**config.mk**
```make
export PLATFORM = sky130hd
export DESIGN_NAME = arm_mc_controller_flat
export DESIGN_NICKNAME = d
export VERILOG_FILES = /design/src/rtl/arm_mc_controller_if.sv /design/src/rtl/arm_mc_controller.sv /design/src/flat_wrapper.sv
export SDC_FILE = /design/constraint.sdc
export NUM_CORES = 1
export LEC_CHECK = 0
export ABC_AREA = 1
export BUFFER_PORTS_ARGS = -buffer_cell sky130_fd_sc_hd__buf_2
export CAP_MARGIN = 0
export CORE_AREA = 2 2 50 52
export DETAILED_ROUTE_END_ITERATION = 10
export DIE_AREA = 0 0 52 54
export HOLD_SLACK_MARGIN = 0.06
export PLACE_DENSITY_LB_ADDON = 0.2
export SLEW_MARGIN = 20
export SYNTH_ARGS = -nofsm -noshare
export SYNTH_HDL_FRONTEND = slang
export SYNTH_SLANG_ARGS = --single-unit
```
**constraint.sdc**
```tcl
create_clock -name clk -period 1.8 [get_ports clk]
set_input_delay 0.09 -clock clk [delete_from_list [all_inputs] [get_ports clk]]
set_output_delay 0.09 -clock clk [all_outputs]
set_load 0.02 [all_outputs]
```
**src/rtl/arm_mc_controller_if.sv**
```systemverilog
// Control/status bundle between the multicycle controller (master) and the
// datapath (slave): instruction fields and flags in, enables and selects out.
interface arm_mc_controller_if;
    logic [3:0] cond;
    logic [1:0] op;
    logic [5:0] funct;
    logic [3:0] rd;
    logic [3:0] alu_flags;
    logic       mem_ready;
    logic       pc_write;
    logic       adr_src;
    logic       mem_write;
    logic       ir_write;
    logic       reg_write;
    logic [1:0] result_src;
    logic       alu_src_a;
    logic [1:0] alu_src_b;
    logic [1:0] alu_control;
    logic [1:0] imm_src;
    logic [1:0] reg_src;
    logic [3:0] flags_q;
    logic [3:0] state;

    modport master (
        input  cond, op, funct, rd, alu_flags, mem_ready,
        output pc_write, adr_src, mem_write, ir_write, reg_write, result_src,
               alu_src_a, alu_src_b, alu_control, imm_src, reg_src, flags_q, state
    );

    modport slave (
        output cond, op, funct, rd, alu_flags, mem_ready,
        input  pc_write, adr_src, mem_write, ir_write, reg_write, result_src,
               alu_src_a, alu_src_b, alu_control, imm_src, reg_src, flags_q, state
    );
endinterface

```
**src/rtl/arm_mc_controller.sv**
```systemverilog
// Multicycle ARM-subset control unit: Moore main FSM, ALU decoder, NZCV flag
// register and condition-gated write enables for the shared-memory datapath.
module arm_mc_controller #(
    parameter int MEM_WAIT = 1
) (
    input logic                  clk,
    input logic                  rst,
    arm_mc_controller_if.master  bus
);
    typedef enum logic [3:0] {
        FETCH  = 4'd0,
        DECODE = 4'd1,
        MEMADR = 4'd2,
        MEMRD  = 4'd3,
        MEMWB  = 4'd4,
        MEMWR  = 4'd5,
        EXECR  = 4'd6,
        EXECI  = 4'd7,
        ALUWB  = 4'd8,
        BRANCH = 4'd9
    } state_t;

    state_t     state_q;
    state_t     state_d;
    logic [3:0] flags;
    logic       rdy;

    logic       ir_raw;
    logic       next_pc;
    logic       branch;
    logic       reg_w;
    logic       mem_w;
    logic       alu_op;
    logic [1:0] flag_w;
    logic       cond_ex;
    logic       pcs;

    assign rdy = bus.mem_ready || (MEM_WAIT == 0);

    always_ff @(posedge clk or negedge rst) begin
        if (!rst) state_q <= FETCH;
        else      state_q <= state_d;
    end

    always_comb begin
        state_d = state_q;
        case (state_q)
            FETCH:  if (rdy) state_d = DECODE;
            DECODE: begin
                case (bus.op)
                    2'b01:   state_d = MEMADR;
                    2'b00:   state_d = bus.funct[5] ? EXECI : EXECR;
                    2'b10:   state_d = BRANCH;
                    default: state_d = FETCH;
                endcase
            end
            MEMADR: state_d = bus.funct[0] ? MEMRD : MEMWR;
            MEMRD:  if (rdy) state_d = MEMWB;
            MEMWR:  if (rdy) state_d = FETCH;
            EXECR:  state_d = ALUWB;
            EXECI:  state_d = ALUWB;
            MEMWB:  state_d = FETCH;
            ALUWB:  state_d = FETCH;
            BRANCH: state_d = FETCH;
            default: state_d = FETCH;
        endcase
    end

    always_comb begin
        ir_raw         = 1'b0;
        next_pc        = 1'b0;
        branch         = 1'b0;
        reg_w          = 1'b0;
        mem_w          = 1'b0;
        alu_op         = 1'b0;
        bus.adr_src    = 1'b0;
        bus.alu_src_a  = 1'b0;
        bus.alu_src_b  = 2'b00;
        bus.result_src = 2'b00;
        case (state_q)
            FETCH: begin
                ir_raw         = 1'b1;
                next_pc        = 1'b1;
                bus.alu_src_a  = 1'b1;
                bus.alu_src_b  = 2'b10;
                bus.result_src = 2'b10;
            end
            DECODE: begin
                bus.alu_src_a  = 1'b1;
                bus.alu_src_b  = 2'b10;
                bus.result_src = 2'b10;
            end
            MEMADR: bus.alu_src_b = 2'b01;
            MEMRD:  bus.adr_src = 1'b1;
            MEMWB: begin
                bus.result_src = 2'b01;
                reg_w          = 1'b1;
            end
            MEMWR: begin
                bus.adr_src = 1'b1;
                mem_w       = 1'b1;
            end
            EXECR:  alu_op = 1'b1;
            EXECI: begin
                bus.alu_src_b = 2'b01;
                alu_op        = 1'b1;
            end
            ALUWB:  reg_w = 1'b1;
            BRANCH: begin
                bus.alu_src_b  = 2'b01;
                bus.result_src = 2'b10;
                branch         = 1'b1;
            end
            default: ;
        endcase
    end

    // Unsupported commands fall back to ADD and must never touch the flags.
    always_comb begin
        bus.alu_control = 2'b00;
        flag_w          = 2'b00;
        if (alu_op) begin
            case (bus.funct[4:1])
                4'b0100: begin
                    bus.alu_control = 2'b00;
                    flag_w          = {2{bus.funct[0]}};
                end
                4'b0010: begin
                    bus.alu_control = 2'b01;
                    flag_w          = {2{bus.funct[0]}};
                end
                4'b0000: begin
                    bus.alu_control = 2'b10;
                    flag_w          = {bus.funct[0], 1'b0};
                end
                4'b1100: begin
                    bus.alu_control = 2'b11;
                    flag_w          = {bus.funct[0], 1'b0};
                end
                default: begin
                    bus.alu_control = 2'b00;
                    flag_w          = 2'b00;
                end
            endcase
        end
    end

    always_comb begin
        cond_ex = 1'b0;
        case (bus.cond)
            4'b0000: cond_ex = flags[2];
            4'b0001: cond_ex = !flags[2];
            4'b0010: cond_ex = flags[1];
            4'b0011: cond_ex = !flags[1];
            4'b0100: cond_ex = flags[3];
            4'b0101: cond_ex = !flags[3];
            4'b0110: cond_ex = flags[0];
            4'b0111: cond_ex = !flags[0];
            4'b1000: cond_ex = flags[1] && !flags[2];
            4'b1001: cond_ex = !flags[1] || flags[2];
            4'b1010: cond_ex = (flags[3] == flags[0]);
            4'b1011: cond_ex = (flags[3] != flags[0]);
            4'b1100: cond_ex = !flags[2] && (flags[3] == flags[0]);
            4'b1101: cond_ex = flags[2] || (flags[3] != flags[0]);
            4'b1110: cond_ex = 1'b1;
            default: cond_ex = 1'b0;
        endcase
    end

    always_ff @(posedge clk or negedge rst) begin
        if (!rst) begin
            flags <= '0;
        end else if ((state_q == EXECR || state_q == EXECI) && cond_ex) begin
            if (flag_w[1]) flags[3:2] <= bus.alu_flags[3:2];
            if (flag_w[0]) flags[1:0] <= bus.alu_flags[1:0];
        end
    end

    assign pcs           = branch || (reg_w && bus.rd == 4'd15);
    assign bus.reg_write = reg_w && cond_ex;
    assign bus.mem_write = mem_w && cond_ex;
    assign bus.pc_write  = (next_pc && rdy) || (pcs && cond_ex);
    assign bus.ir_write  = ir_raw && rdy;
    assign bus.imm_src   = bus.op;
    assign bus.reg_src   = {bus.op == 2'b01, bus.op == 2'b10};
    assign bus.flags_q   = flags;
    assign bus.state     = state_q;
endmodule

```
**src/flat_wrapper.sv**
```systemverilog
// flat-port wrapper written by rule: the top's interface ports become plain ports
module arm_mc_controller_flat 
#(
    parameter int MEM_WAIT = 1
)
  (clk, rst, bus_cond, bus_op, bus_funct, bus_rd, bus_alu_flags, bus_mem_ready, bus_pc_write, bus_adr_src, bus_mem_write, bus_ir_write, bus_reg_write, bus_result_src, bus_alu_src_a, bus_alu_src_b, bus_alu_control, bus_imm_src, bus_reg_src, bus_flags_q, bus_state);
  arm_mc_controller_if bus_i ();
  input logic clk;
  input logic rst;
  input wire logic [$bits(bus_i.cond)-1:0] bus_cond;
  input wire logic [$bits(bus_i.op)-1:0] bus_op;
  input wire logic [$bits(bus_i.funct)-1:0] bus_funct;
  input wire logic [$bits(bus_i.rd)-1:0] bus_rd;
  input wire logic [$bits(bus_i.alu_flags)-1:0] bus_alu_flags;
  input wire logic [$bits(bus_i.mem_ready)-1:0] bus_mem_ready;
  output wire logic [$bits(bus_i.pc_write)-1:0] bus_pc_write;
  output wire logic [$bits(bus_i.adr_src)-1:0] bus_adr_src;
  output wire logic [$bits(bus_i.mem_write)-1:0] bus_mem_write;
  output wire logic [$bits(bus_i.ir_write)-1:0] bus_ir_write;
  output wire logic [$bits(bus_i.reg_write)-1:0] bus_reg_write;
  output wire logic [$bits(bus_i.result_src)-1:0] bus_result_src;
  output wire logic [$bits(bus_i.alu_src_a)-1:0] bus_alu_src_a;
  output wire logic [$bits(bus_i.alu_src_b)-1:0] bus_alu_src_b;
  output wire logic [$bits(bus_i.alu_control)-1:0] bus_alu_control;
  output wire logic [$bits(bus_i.imm_src)-1:0] bus_imm_src;
  output wire logic [$bits(bus_i.reg_src)-1:0] bus_reg_src;
  output wire logic [$bits(bus_i.flags_q)-1:0] bus_flags_q;
  output wire logic [$bits(bus_i.state)-1:0] bus_state;
  assign bus_i.cond = bus_cond;
  assign bus_i.op = bus_op;
  assign bus_i.funct = bus_funct;
  assign bus_i.rd = bus_rd;
  assign bus_i.alu_flags = bus_alu_flags;
  assign bus_i.mem_ready = bus_mem_ready;
  assign bus_pc_write = bus_i.pc_write;
  assign bus_adr_src = bus_i.adr_src;
  assign bus_mem_write = bus_i.mem_write;
  assign bus_ir_write = bus_i.ir_write;
  assign bus_reg_write = bus_i.reg_write;
  assign bus_result_src = bus_i.result_src;
  assign bus_alu_src_a = bus_i.alu_src_a;
  assign bus_alu_src_b = bus_i.alu_src_b;
  assign bus_alu_control = bus_i.alu_control;
  assign bus_imm_src = bus_i.imm_src;
  assign bus_reg_src = bus_i.reg_src;
  assign bus_flags_q = bus_i.flags_q;
  assign bus_state = bus_i.state;
  arm_mc_controller #(.MEM_WAIT(MEM_WAIT)) u_core (.clk(clk), .rst(rst), .bus(bus_i));
endmodule
```
## Yosys cells after proc, flatten, opt, wreduce, memory -nomap -nowiden

Index checks and enable logic that the tools add are counted.

- Add/subtract/negate cells: 0
- $mul: 0
- Div/mod/pow operators: 0
- Magnitude comparators: 0
- Equality and inequality tests: 34
- Shift operators: 0
- Multiplexer cells: 21
- Bitwise operators: 0
- Reduce and logical (&&, ||, !) cells: 32

Operators by type and width:

| operator | number |
|---|---|
| $eq 4x4->1 const B | 11 |
| $eq 4x3->1 const B | 9 |
| $pmux 4 s6 | 1 |
| $eq 4x2->1 const B | 5 |
| $pmux 1 s15 | 1 |
| $logic_not 4->1 | 3 |
| $mux 4 | 3 |
| $pmux 2 s2 | 3 |
| $pmux 4 s3 | 1 |
| $reduce_or 2->1 | 6 |
| $eq 4x1->1 const B | 2 |
| $logic_and 1x1->1 | 8 |
| $mux 1 | 8 |
| $ne 2x2->1 const B | 3 |
| $pmux 2 s3 | 1 |
| $reduce_or 3->1 | 2 |
| $logic_or 1x1->1 | 5 |
| $logic_not 1->1 | 4 |
| $mux 2 | 2 |
| $reduce_and 2->1 | 2 |
| $mux 3 | 1 |
| $reduce_and 3->1 | 1 |
| $eq 2x1->1 const B | 1 |
| $eq 2x2->1 const B | 1 |
| 3 further kinds | 3 |

- Register bits: 8
- Latch bits: 0
- Memory bits (writable): 0
- ROM bits: 0
- Output and inout bits: 24
- Word-level logic and storage cells: 90
- Memories kept: 0

## Longest topological paths before layout

Gate-level depths: netlist (run 1).

- Word-level depth: 7
- Gate-level depth with buffers: 11

## Worst setup path after synthesis (run 1)

OpenSTA, ideal clock, no wires.

- Path kind: reg2out
- Start point: reg u_core.state_q[2], in the netlist u_core.bus.state[2]
- End point: out bus_alu_src_b[0]
- Arrival: 1.423 ns
- Data required time: 1.710 ns
- Slack: 0.287 ns
- Stages on the path, launching flop included: 7
- Path buffers: 0
- Cells stage by stage: dfrtp_1 > inv_1 > nor2_1 > inv_1 > nor2_4 > inv_1 > o211ai_1

- Cells in the longest elaborated chain, start to end: 3
- Elaborated cells between the ends (all ways): 8
- Those cells by class: eq/ne: 4; mux: 1; reduce/logical: 3

RTL lines:

| what | RTL line | text |
|---|---|---|
| from (decl) | arm_mc_controller.sv:23 | `state_t state_q;` |
| from (signal assigned) | arm_mc_controller.sv:42 | `else state_q <= state_d;` |
| $eq 4x2->1, or another cell as far along | arm_mc_controller.sv:80 | `case (state_q)` |
| $reduce_or 3->1 (no source line) or $reduce_or 2->1 (tied branches) | n/a |  |
| $pmux 2 s2 (*) | arm_mc_controller.sv:80 |  |
| to (decl) | flat_wrapper.sv:23 | `output wire logic [$bits(bus_i.alu_src_b)-1:0] bus_alu_src_b;` |

Every way passes the cells marked *; elsewhere a longest branch is shown, timed or not.

## Worst setup path after layout (run 1)

- Start point: reg u_core.state_q[3], in the netlist u_core.bus.state[3]
- End point: out bus_alu_src_b[0]

Same word-level chain as after synthesis.

==> run summary, run 1 <==
Hold Slack - 0.0680 ns
Detailed Routing Iterations Pass 1 - 4
R2R Setup Slk - 0.36 ns
worst r2r src - u_core.bus.flags_q[3]$_DFFE_PN0P_
Slew Limit Fails - 0
worst-case reg-to-reg path depth - 10
vias per std cell - 4.94
final wirelength - 2.44 mm
initial core utilization - 37.2%
Detail Route Antenna Nets - 0
# rows - 18
GPL Wtd Cong - 0.872
Die Span X - 52 µm
clk buf depth - 2
Initial DRC Count - 17
share of post-route cells with drive strength above 1 - 37.4%
first-pass GRT wire length - 4.04 mm
final cell count without fillers - 228
Final Hold Fails - 0
core area - 2320 µm²
Top Ports - 47
commonest non-fill, non-tap cell in the layout - buf_2
Worst Path Required - 1.71 ns
PwrDens - 1120 nW/µm²
hold path cells - 2
# diodes - 0
min Tclk post-route - 1.70 ns
Seq/Total Area, Yosys - 23.2%
crit-path max cell delay - 0.45 ns
FMAX - 588 MHz
Syn Inst Count - 146
Max stage delay cell, worst path - dfrtp_1
Arr. time, crit path - 1.61 ns
Worst VDD drop - 0.669 mV
largest net degree at the start of global routing - 10
Placed Instances - 218
fin nets - 223
CP delay by family, top - flip-flops
Cell Area, Synth - 863 µm²
clock tree sinks - 8
crit share post-route - 94.5%
Yosys warnings - 0
CP startpoint kind - flop
Relative slew margins - 70.4%
FF+latch count, synth - 8
CTS Buf Count - 3
endpoint class of the critical path - output pin
CTS tree - done
number of remaining DRC errors - 0
Mapped Nets - 169
Crit Path Max Fanout - 5
final setup violation count - 0
worst reg2reg path endpoint - u_core.bus.flags_q[0]$_DFFE_PN0P_
Final Util - 52.2%
die height - 54 µm
die area - 2810 µm²
Filler cells - 254
max-capacitance violation count - 0
status - complete, no violations
DR vias - 1127
commonest non-fill, non-tap cells in the layout - 45 x buf_2, 39 x nand2_1, 24 x inv_1
crit-path most repeated cell - inv_1
CTS Root Cell - clkbuf_4
post-DP HPWL - 1.98 mm
worst min-delay path category - input pin to flop
Remaining Overflow, GRT - 0
initial antenna violation count - 0
worst skew pair latency - 0.25 ns
gr usage total - 19.0%
wire per inst - 10.7 µm
crit path cell chain - nor2_2 -> inv_1 -> nor3_2 -> inv_1 -> o211ai_1 -> buf_2
Least-Margin Pin Slew - 0.439 ns
Hold Path End - u_core.bus.state[2]$_DFFE_PN0P_
I/O Buffers - 46
area delta synth->final - 40.1%
worst-case clock skew - 0.00605 ns
hold wc startpoint - bus_mem_ready
Pleak - 0.710 nW
Setup CP Type - flop to output pin
syn_area_per_cell - 5.91 µm²
Worst-path clk slew - 0.05 ns
CTS H-tree depth - 1
synth unique cells - 24
crit path buf inv count - 3
number of global-route vias before repair - 1004
==> layer usage <==
layer  part of all wire, %  global-route usage [%]  vias to the layer above  routed length [µm]
li1                      -                       -                      572                   -
met2                    53                    34.2                       33                1280
met3                   4.3                    1.67                        4                 105
met1                    41                    22.0                      518                1010
met5                     0                       0                        -                   0
met4                   1.8                    11.0                        0                  43
==> where the power goes <==
group          switching (mW)  internal [mW]  total (mW)
clock                  0.0556         0.0759       0.131
sequential             0.0865          0.232       0.318
combinational           0.585          0.317       0.902
total                   0.727          0.624        1.35
==> cell type report <==
| type | instances | area (µm²) | area share, % |
|---|---|---|---|
| multi-input cells | 108 | 563 | 46.5 |
| repair buffers | 53 | 288 | 23.8 |
| flip-flops and latches | 8 | 201 | 16.6 |
| inverters | 26 | 97.6 | 8.07 |
| well taps | 30 | 37.5 | 3.10 |
| clock buffers | 3 | 22.5 | 1.86 |
==> through the flow <==
step	setup WS [ns]	power, mW	cell area [µm²]	TNS, ns
floorplan	0.287	0.902	863	0
global placement	0.308	1.15	1110	0
detailed placement	0.284	1.16	1110	0
CTS	0.00670	1.30	1140	0
global route	-0.0580	1.49	1210	-0.0711
finish	0.0983	1.35	1210	0
==> worst max path at each step <==
| stage | from | to | slack (ns) | cells after the start |
|---|---|---|---|---|
| 6_report | u_core.bus.state[3]$_DFFE_PN0P_ | bus_alu_src_b[0] | 0.1 | 6 |
| 3_3_place_gp | u_core.bus.state[3]$_DFFE_PN0P_ | bus_alu_src_b[0] | 0.31 | 6 |
| 3_5_place_dp | u_core.bus.state[3]$_DFFE_PN0P_ | bus_alu_src_b[0] | 0.28 | 6 |
| 4_1_cts | u_core.bus.state[3]$_DFFE_PN0P_ | bus_alu_src_b[0] | 0.007 | 6 |
| 5_1_grt | u_core.bus.state[1]$_DFFE_PN0P_ | bus_pc_write | -0.06 | 6 |
| 2_1_floorplan | u_core.bus.state[2]$_DFFE_PN0P_ | bus_alu_src_b[0] | 0.29 | 6 |
==> cells by family (layout without fill, tap and decap cells) <==
kind of cell           count (synthesis)  in the layout  share of synthesized area, %
and+or+nand+nor                       91             91                          50.3
AOI/OAI and AO/OA                     17             17                          12.3
DFF                                    8              8                          23.2
buffers and inverters                 30             82                          14.2
==> state kept, by name, indices dropped and copies added, names as in the netlist <==
register,cells
u_core.bus.state,4
u_core.bus.flags_q,4
==> Yosys cell counts (all sizes together) <==
| master | instances | area (µm²) |
|---|---|---|
| nand3b | 3 | 22.5 |
| o221ai | 1 | 8.76 |
| o31ai | 1 | 7.51 |
| buf | 4 | 25.0 |
| o21ai | 8 | 40.0 |
| nand3 | 17 | 108 |
| o211ai | 3 | 22.5 |
| dfrtp | 8 | 200 |
| inv | 26 | 97.6 |
| a21oi | 3 | 18.8 |
| nor3 | 2 | 15.0 |
| o2bb2ai | 1 | 8.76 |
| nor2 | 20 | 87.6 |
| nand4 | 5 | 31.3 |
| nand2 | 44 | 170 |
==> what timing repair did <==
action / in CTS / in global routing
hold buffers: 1 / 0
endpoints found under the setup margin: 0 / 6
buffers inserted: 0 / 6
gates resized for setup: 0 / 10
hold endpoints to repair: 8 / 0
No activity file was read; power rests on OpenSTA's default activity.
==> run 2: changes to the inputs <==
--- a/config.mk
+++ b/config.mk
@@ -12,7 +12,7 @@
 export DETAILED_ROUTE_END_ITERATION = 10
 export DIE_AREA = 0 0 52 54
 export HOLD_SLACK_MARGIN = 0.06
-export PLACE_DENSITY_LB_ADDON = 0.2
+export PLACE_DENSITY = 0.72
 export SLEW_MARGIN = 20
 export SYNTH_ARGS = -nofsm -noshare
 export SYNTH_HDL_FRONTEND = slang
==> run summary, run 2 (synthesis gave the netlist of run 1 again) <==
initial core utilization - 37.2% (unchanged)
worst min-delay path category - input pin to flop (unchanged)
Die Span X - 52 µm (unchanged)
hold wc startpoint - bus_op[0] (was bus_mem_ready)
worst skew pair latency - 0.26 ns (was 0.25 ns)
final instance area - 1210 µm² (unchanged)
Filler cells - 251 (was 254)
Remaining Overflow, GRT - 0 (unchanged)
worst-case clock skew - 0.00181 ns (was 0.00605 ns)
first-pass GRT wire length - 3.50 mm (was 4.04 mm)
Relative slew margins - 72.2% (was 70.4%)
R2R Setup Slk - 0.41 ns (was 0.36 ns)
dpl cell area - 1110 µm² (unchanged)
Arr. time, crit path - 1.59 ns (was 1.61 ns)
worst-case reg-to-reg path depth - 11 (was 10)
Pleak - 0.706 nW (was 0.710 nW)
# rows - 18 (unchanged)
# diodes - 0 (unchanged)
Worst Path Required - 1.71 ns (about the same)
Least-Margin Pin Slew - 0.412 ns (was 0.439 ns)
min Tclk post-route - 1.68 ns (was 1.70 ns)
Initial DRC Count - 15 (was 17)
gr usage total - 16.3% (was 19.0%)
CTS Buf Count - 3 (unchanged)
Crit Path Max Fanout - 5 (unchanged)
Hold Path End - u_core.bus.state[3]$_DFFE_PN0P_ (was u_core.bus.state[2]$_DFFE_PN0P_)
FMAX - 594 MHz (was 588 MHz)
CTS Root Cell - clkbuf_4 (unchanged)
Final Hold Fails - 0 (unchanged)
final wirelength - 2.24 mm (was 2.44 mm)
core area - 2320 µm² (unchanged)
final setup violation count - 0 (unchanged)
CTS H-tree depth - 1 (unchanged)
CP startpoint kind - flop (unchanged)
share of post-route cells with drive strength above 1 - 34.7% (was 37.4%)
Placed Instances - 218 (unchanged)
largest net degree at the start of global routing - 10 (unchanged)
Top Ports - 47 (unchanged)
Setup CP Type - flop to output pin (unchanged)
crit share post-route - 93.6% (was 94.5%)
vias per std cell - 4.81 (was 4.94)
Detailed Routing Iterations Pass 1 - 4 (unchanged)
number of remaining DRC errors - 0 (unchanged)
GPL Wtd Cong - 0.807 (was 0.872)
clk buf depth - 2 (unchanged)
wire per inst - 9.79 µm (was 10.7 µm)
Final Util - 52.2% (unchanged)
number of global-route vias before repair - 920 (was 1004)
Worst-path clk slew - 0.05 ns (about the same)
worst reg2reg path endpoint - u_core.bus.flags_q[0]$_DFFE_PN0P_ (unchanged)
final cell count without fillers - 229 (was 228)
hold path cells - 2 (unchanged)
DR vias - 1102 (was 1127)
clock tree sinks - 8 (unchanged)
fin nets - 224 (was 223)
endpoint class of the critical path - output pin (unchanged)
initial antenna violation count - 0 (unchanged)
total power draw - 1.37 mW (was 1.35 mW)
die area - 2810 µm² (unchanged)
CTS tree - done (unchanged)
status - complete, no violations (unchanged)
I/O Buffers - 46 (unchanged)
Slew Limit Fails - 0 (unchanged)
area delta synth->final - 40.1% (unchanged)
max-capacitance violation count - 0 (unchanged)
Detail Route Antenna Nets - 0 (unchanged)
post-DP HPWL - 1.82 mm (was 1.98 mm)
commonest non-fill, non-tap cell in the layout - buf_2 (unchanged)
worst r2r src - u_core.bus.flags_q[3]$_DFFE_PN0P_ (unchanged)
PwrDens - 1130 nW/µm² (was 1120 nW/µm²)
commonest non-fill, non-tap cells in the layout - 46 x buf_2, 42 x nand2_1, 25 x inv_1 (was 45 x buf_2, 39 x nand2_1, 24 x inv_1)
Worst VDD drop - 0.791 mV (was 0.669 mV)
pre-CTS WS - 0.283 ns (was 0.284 ns)
Final WS setup - 0.116 ns (was 0.0983 ns)
die height - 54 µm (unchanged)
-- run 2: cell types whose count changed in the layout (fill, tap and decap cells not counted) --
cell           change
buf_2              +1
buf_4              -1
dlygate4sd3_1      +1
inv_1              +1
inv_2              -1
nand2_1            +3
nand2_2            -3
nand3_1            +1
nand3_2            -1
nor2_2             -1
nor2_4             +1
-- run 2: critical path, stage by stage, from the launching register on --
cell      delay (ns)
dfrtp_1         0.43
nor2_2          0.22
inv_1           0.13
nor3_2          0.16
inv_1           0.10
o211ai_1        0.10
buf_2           0.19
-- run 2: routing by layer --
| metal | wire (µm) | up-vias | global-route usage [%] |
|---|---|---|---|
| met2 | 1120 | 28 | 29.5 |
| met1 | 976 | 492 | 19.9 |
| met4 | 29 | 0 | 5.26 |
| met3 | 117 | 3 | 2.22 |
| met5 | 0 | - | 0 |
| li1 | - | 579 | - |
-- run 2: worst max-delay path by stage --
stage | start | endpoint | slack, ns | cells past startpoint
final | u_core.bus.state[3]$_DFFE_PN0P_ | bus_alu_src_b[0] | 0.12 | 6
after global routing | u_core.bus.flags_q[3]$_DFFE_PN0P_ | bus_pc_write | -0.02 | 11
after CTS | u_core.bus.state[2]$_DFFE_PN0P_ | bus_alu_src_b[0] | 0.04 | 6
after detailed placement | u_core.bus.state[2]$_DFFE_PN0P_ | bus_alu_src_b[0] | 0.28 | 7
after global placement | u_core.bus.state[2]$_DFFE_PN0P_ | bus_alu_src_b[0] | 0.30 | 7
after floorplan | u_core.bus.state[2]$_DFFE_PN0P_ | bus_alu_src_b[0] | 0.29 | 6
-- run 2: final cells by class --
type	instances	area [µm²]	share of cell area, %
inverter	26	97.6	8.07
clock buffer	3	22.5	1.86
sequential	8	201	16.6
tap	30	37.5	3.10
multi-input combinational	108	556	45.9
timing repair buffer	54	295	24.4
-- run 2: power breakdown --
| group | switching, mW | leakage (nW) | internal [mW] |
|---|---|---|---|
| registers | 0.0817 | 0.106 | 0.232 |
| logic | 0.594 | 0.586 | 0.323 |
| clock network | 0.0648 | 0.0138 | 0.0765 |
| total | 0.740 | 0.706 | 0.631 |
-- run 2: per-stage QoR --
step / TNS [ns] / hold WS (ns)
2_1_floorplan: 0 / -0.206
3_3_place_gp: 0 / -0.0603
3_5_place_dp: 0 / -0.0582
4_1_cts: 0 / 0.0762
5_1_grt: -0.0200 / 0.0795
6_report: 0 / 0.0832
-- run 2: repair_timing --
item                                    CTS  global route
endpoints found under the setup margin    1             5
hold endpoints to repair                  9             0
hold buffers                              2             0
resized for setup                         1             4
pin swaps                                 0             1
setup buffers                             0             6
cloned                                    0             0
